$ cat src/rtl/acumulador_credito.sv
`default_nettype none
// +--------------------------------------------------------------------------+
// | Module  : acumulador_credito                                              |
// | Brief   : Coin-credit accumulator with purchase, cancel and paced change  |
// |           return. Optional debounce on coin inputs via DEBOUNCE_EN.       |
// | Revision: 1.0 - initial release                                           |
// +--------------------------------------------------------------------------+
module acumulador_credito #(
   parameter int PRECIO      = 20,
   parameter int CREDITO_MAX = 31,
   parameter int DEV_CICLOS  = 4,
   parameter int DEB_CICLOS  = 16
) (
   input  logic       clk,
   input  logic       rst,
   input  logic       moneda_1,
   input  logic       moneda_2,
   input  logic       moneda_5,
   input  logic       moneda_10,
   input  logic       consumir,
   input  logic       cancelar,
   output logic [4:0] credito,
   output logic       ocupado,
   output logic       moneda_rechazada,
   output logic       devuelve_pulso
);

   localparam int              c_CW       = (DEV_CICLOS > 1) ? $clog2(DEV_CICLOS) : 1;
   localparam logic [c_CW-1:0] c_DEV_LAST = c_CW'(DEV_CICLOS - 1);
   localparam logic [4:0]      c_PRECIO   = 5'(PRECIO);
   localparam logic [5:0]      c_CRED_MAX = 6'(CREDITO_MAX);

   if (CREDITO_MAX > 31 || CREDITO_MAX < 1 || PRECIO < 1 || PRECIO > 31 ||
       DEV_CICLOS < 1 || DEB_CICLOS < 1) begin : g_param_err
      $error("acumulador_credito: invalid parameter set");
   end

   typedef enum logic [0:0] {
      ACUM     = 1'b0,
      DEVOLVER = 1'b1
   } estado_t;

   logic [3:0]      w_crudo;
   logic [3:0]      r_sinc1;
   logic [3:0]      r_sinc2;
   logic [3:0]      w_nivel;
   logic [3:0]      r_nivel_prev;
   logic [3:0]      w_evento;
   logic [5:0]      w_valor;
   logic [5:0]      w_suma;
   logic            w_hay_moneda;

   estado_t         r_estado;
   logic [4:0]      r_credito;
   logic [c_CW-1:0] r_cnt;
   logic            r_ocupado;
   logic            r_rech;
   logic            r_pulso;

   assign w_crudo = {moneda_10, moneda_5, moneda_2, moneda_1};

   // Synchroniser resets high so a coin held through reset release is ignored.
   always_ff @(posedge clk) begin
      if (rst) begin
         r_sinc1 <= '1;
         r_sinc2 <= '1;
      end else begin
         r_sinc1 <= w_crudo;
         r_sinc2 <= r_sinc1;
      end
   end

`ifdef DEBOUNCE_EN
   localparam int              c_DW       = $clog2(DEB_CICLOS + 1);
   localparam logic [c_DW-1:0] c_DEB_LAST = c_DW'(DEB_CICLOS - 1);

   for (genvar gi = 0; gi < 4; gi++) begin : g_deb
      logic [c_DW-1:0] r_cnt_deb;
      logic            r_deb;

      always_ff @(posedge clk) begin
         if (rst) begin
            r_cnt_deb <= '0;
            r_deb     <= 1'b1;
         end else if (r_sinc2[gi] != r_deb) begin
            if (r_cnt_deb == c_DEB_LAST) begin
               r_deb     <= r_sinc2[gi];
               r_cnt_deb <= '0;
            end else begin
               r_cnt_deb <= r_cnt_deb + c_DW'(1);
            end
         end else begin
            r_cnt_deb <= '0;
         end
      end

      assign w_nivel[gi] = r_deb;
   end
`else
   assign w_nivel = r_sinc2;
`endif

   always_ff @(posedge clk) begin
      if (rst) begin
         r_nivel_prev <= '1;
      end else begin
         r_nivel_prev <= w_nivel;
      end
   end

   assign w_evento     = w_nivel & ~r_nivel_prev;
   assign w_hay_moneda = |w_evento;

   // Highest-value coin wins when several edges land in the same cycle.
   always_comb begin
      w_valor = 6'd0;
      if (w_evento[3]) begin
         w_valor = 6'd10;
      end else if (w_evento[2]) begin
         w_valor = 6'd5;
      end else if (w_evento[1]) begin
         w_valor = 6'd2;
      end else if (w_evento[0]) begin
         w_valor = 6'd1;
      end
   end

   assign w_suma = {1'b0, r_credito} + w_valor;

   always_ff @(posedge clk) begin
      if (rst) begin
         r_estado  <= ACUM;
         r_credito <= '0;
         r_cnt     <= '0;
         r_ocupado <= 1'b0;
         r_rech    <= 1'b0;
         r_pulso   <= 1'b0;
      end else begin
         r_rech  <= 1'b0;
         r_pulso <= 1'b0;
         case (r_estado)
            ACUM: begin
               if (cancelar && (r_credito != 5'd0)) begin
                  r_estado  <= DEVOLVER;
                  r_ocupado <= 1'b1;
                  r_cnt     <= '0;
                  r_rech    <= w_hay_moneda;
               end else if (consumir && (r_credito >= c_PRECIO)) begin
                  r_credito <= r_credito - c_PRECIO;
                  r_rech    <= w_hay_moneda;
                  if (r_credito != c_PRECIO) begin
                     r_estado  <= DEVOLVER;
                     r_ocupado <= 1'b1;
                     r_cnt     <= '0;
                  end
               end else if (w_hay_moneda) begin
                  if (w_suma <= c_CRED_MAX) begin
                     r_credito <= w_suma[4:0];
                  end else begin
                     r_rech <= 1'b1;
                  end
               end
            end
            DEVOLVER: begin
               r_rech <= w_hay_moneda;
               if (r_cnt == c_DEV_LAST) begin
                  r_pulso   <= 1'b1;
                  r_credito <= r_credito - 5'd1;
                  r_cnt     <= '0;
                  if (r_credito == 5'd1) begin
                     r_estado  <= ACUM;
                     r_ocupado <= 1'b0;
                  end
               end else begin
                  r_cnt <= r_cnt + c_CW'(1);
               end
            end
            default: begin
               r_estado  <= ACUM;
               r_ocupado <= 1'b0;
            end
         endcase
      end
   end

   assign credito          = r_credito;
   assign ocupado          = r_ocupado;
   assign moneda_rechazada = r_rech;
   assign devuelve_pulso   = r_pulso;

endmodule
`default_nettype wire

$ cat config.mk
export PLATFORM = sky130hd
export DESIGN_NAME = acumulador_credito
export DESIGN_NICKNAME = d
export VERILOG_FILES = /design/src/rtl/acumulador_credito.sv
export SDC_FILE = /design/constraint.sdc
export NUM_CORES = 1
export LEC_CHECK = 0
export CORE_MARGIN = 2
export CORE_UTILIZATION = 45
export CTS_CLUSTER_DIAMETER = 80
export DETAILED_ROUTE_END_ITERATION = 8
export GPL_TIMING_DRIVEN = 0
export PLACE_DENSITY = 0.8
export SKIP_CTS_REPAIR_TIMING = 1
export SLEW_MARGIN = 20
export SYNTH_ARGS = -nofsm -noshare
export SYNTH_HDL_FRONTEND = slang
export SYNTH_SLANG_ARGS = --single-unit
$ cat constraint.sdc
create_clock -name clk -period 2.5 [get_ports clk]
set_clock_uncertainty 0.2 [all_clocks]
set_input_delay 0.5 -clock clk [delete_from_list [all_inputs] [get_ports clk]]
set_output_delay 0.5 -clock clk [all_outputs]
set_load 0.05 [all_outputs]
==> results.md, run 1 <==
- Status: finished with violations
- Failing checks: setup timing
- Share of layout cells above drive strength 1: 0.391
- R2r startpoint: r_sinc2[3]
- Area grow syn2layout: 38.9%
- Clock power share: 0.191
- P_leak: a little under 0.0007 uW
- Multi-input gate area: just over 800 um2
- Fill cells: roughly 190
- First-pass GRT wire length: 4500 um
- HP Class: reg2reg
- IO Count: 16
- Worst setup EP type: flip-flop
- Synth Area in XOR/XNOR: 0.0144
- Yosys warnings: 0
- Main combinational cell family by area after synthesis: simple AND/OR/NAND/NOR gates
- Mapped cell area: 1210 um2
- CTS Sinks: 23
- Top-count cell post-synth: dfxtp_1
- Crit path kind: reg2reg
- CTS HTree Levels: 1
- Worst Setup EP: credito[4]
- Synthesized flop and latch total: 23
- DIE AREA: 3130 um2
- Worst Reg2Reg Path Length in Cells: 14
- NetSw: about 310 uW
- Period minus WS final: roughly 2600 ps
- CP arrival: 2650 ps
- Clock slew at reported path FFs: approximately 130 ps
- Vias/cell: 5.49
- TritonRoute pass-1 iters: 4
- Maximum vdd drop: a little under 0.4 mV
- R2R setup slack: -130 ps
- R2R Path End: credito[4]
- Compound-Gate Fraction of Synth Area: 0.208
- Relative slew slack: 0.644
- HPWL Detailed: roughly 2000 um
- Detailed Route Iter0 Violations: 28
- Reg power frac: 0.450
- Area share of the largest cell type after synthesis: 0.379
- Worst-Skew Late Latency: 310 ps
- Area contributors post-synth: dfxtp_1, ha_1, or2_2, nor2_1, nand2_1
- Tot Pwr: around 910 uW
- Commonest cells post-synth: dfxtp_1, nor2_1, or2_2
- Remaining DRCs: 0
- Register area: 475 um2
- Die Y-Extent: between 50 and 60 um
- Max Clk Rate: approximately 0.38 GHz
- Ys flop type: dfxtp_1
- Fin nets: around 190
- Routed Antenna Nets: 0
- Worst setup SP type: flip-flop
- Post-Synth Simple-Gate Area: 0.223
- Hold slack: 227 ps
- Initial antenna violation count: 0
- Final worst setup slack: -132 ps
- Critical path origin: r_sinc2[3]
- Ant diodes: 0
- Cell count after synthesis: around 130
- Pre-CTS setup slack: -260 ps
- Tightest Pin Transition: ~530 ps
- Vias in the first global route: roughly 1000
- Crit share post-route: 1.05
- GRT Util Overall: 0.181
- Die Wd: 56.0 um
- GRT Residual Overflow: 0
- Internal power: approximately 600 uW
- Max-cap violations: 0
- CTS Buffer Depth: 2
- CTS tree: built
- Row count: 18
- Final Hold Fails: 0
- WL per Instance: about 15 um
- Number of synthesized flops with an enable pin: 0
- Routed wire length: 2920 um
- Pwr/cell area: 539 nW/um2
- Max Transition Viols Final: 0
- Synth cell types: 38
- Core area: roughly 2500 um2
- Cell taking the most area after synthesis: dfxtp_1
- Clock buffer count from CTS: 3
- Mux cell area share after synthesis: 0.0124
- Net Sw Frac: 0.336
- Logic pwr share: 0.358
- RSZ-0062 raised after global routing: true
- Initial Util: 0.482
- Via total after detailed routing: around 1100
- Largest net degree at the start of global routing: 14
- Final Util: 0.669
- Clk root buf: clkbuf_4
- I/O Buffers: 15
- CP max FO: 5
- Sequential share of the synthesized area: 0.379
- Syn_nets: between 150 and 200
- Syn_area_per_cell: slightly above 9 um2
- Post-synth ARST share: 0
- Placer congestion estimate: about 0.9
- Final setup violation count: 5
- Critical path required time: between 2000 and 3000 ps
- Post-Synth Adder-Cell Area: 0.119
flip-flops by register name, summed over array words and instances (netlist names):
signal / count
r_sinc2: 4
moneda_rechazada: 1
credito: 5
ocupado: 1
r_estado: 1
devuelve_pulso: 1
r_sinc1: 4
r_cnt: 2
r_nivel_prev: 4
cell usage in the layout, fill, tap and decap left out, types with 2 or more instances in the layout:
cell / Yosys / routed
a21oi_2: 1 / 2
or2_2: 12 / 12
clkbuf_1: 4 / 4
nand2_1: 8 / 8
nand2b_1: 3 / 2
dfxtp_1: 23 / 17
a21oi_1: 4 / 3
inv_1: 7 / 5
clkbuf_4: 0 / 3
buf_4: 0 / 16
o21ai_2: 0 / 2
nand3b_1: 2 / 2
o21ai_0: 5 / 4
dfxtp_4: 0 / 3
dfxtp_2: 0 / 3
nor2_1: 14 / 11
clkdlybuf4s50_1: 0 / 15
xnor2_1: 2 / 2
nand3_1: 3 / 3
buf_6: 1 / 2
nor2b_4: 0 / 2
ha_4: 0 / 3
o21ai_1: 3 / 2
a211oi_1: 3 / 2
nor3_1: 3 / 3
ha_1: 10 / 7
nor2_2: 0 / 3
a21o_1: 2 / 2
a221oi_2: 0 / 2
stage by stage:
step	TNS [ps]	cells	instance area [um2]
floorplan	-11.8	133	1250
global placement	-255	178	1440
detailed placement	-497	178	1440
CTS	-590	182	1460
global route	-1050	199	1690
finish	-285	199	1690
power groups by stage:
stage	clock network, uW	logic, uW	registers [uW]
after detailed placement	0	250	419
after global placement	0	244	417
final	174	326	409
after CTS	177	252	411
after floorplan	0	147	454
after global routing	191	352	412
cells by family (layout without fill, tap and decap cells):
kind of cell / Yosys count / after routing
and+or+nand+nor: 52 / 52
xor gates and xnor gates: 2 / 2
DFF: 23 / 23
muxes: 1 / 1
buffers and inverters: 12 / 48
adders and majority gates: 11 / 11
AOI/OAI and AO/OA: 32 / 32
per-layer routing:
metal,part of all wire,vias up,track usage
met2,0.51,35,0.318
met5,0,-,0
met1,0.41,513,0.208
li1,-,535,-
met4,0.024,0,0.109
met3,0.060,9,0.0233
worst max-delay path: stages (launching register included):
cell,delay [ps]
dfxtp_2,340
nor2b_4,220
nor2_2,70
nor2_2,150
inv_2,50
and2_4,160
ha_4,160
inv_1,80
fa_2,220
nor2b_2,50
o21ai_0,170
nand2_1,100
o21ai_1,190
a21boi_2,80
mux2_4,290
area by class of cell:
cell class	instances	share of cell area
buffer	4	0.00890
clock buffer	3	0.0133
clock inverter	1	0.00297
inverter	7	0.0178
multi-input combinational	98	0.480
sequential	23	0.282
tap	30	0.0222
timing repair buffer	33	0.173
how the worst min path moves through the flow:
stage | startpoint | to | slack [ps] | depth (start not counted)
floorplan | r_sinc1[0] | r_sinc2[0] | 190 | 1
global placement | r_sinc1[3] | r_sinc2[3] | 190 | 1
detailed placement | r_sinc1[3] | r_sinc2[3] | 200 | 1
CTS | r_sinc1[3] | r_sinc2[3] | 230 | 1
global route | r_sinc1[3] | r_sinc2[3] | 240 | 1
finish | r_sinc1[3] | r_sinc2[3] | 230 | 1
Power figures use the tool's default switching activity.
==> run 2: changes to the inputs <==
--- a/config.mk
+++ b/config.mk
@@ -12,7 +12,6 @@
 export GPL_TIMING_DRIVEN = 0
 export PLACE_DENSITY = 0.8
 export SKIP_CTS_REPAIR_TIMING = 1
-export SLEW_MARGIN = 20
 export SYNTH_ARGS = -nofsm -noshare
 export SYNTH_HDL_FRONTEND = slang
 export SYNTH_SLANG_ARGS = --single-unit
==> results of run 2 <==
Final layout, timing and power as in run 1 (identical DEF).
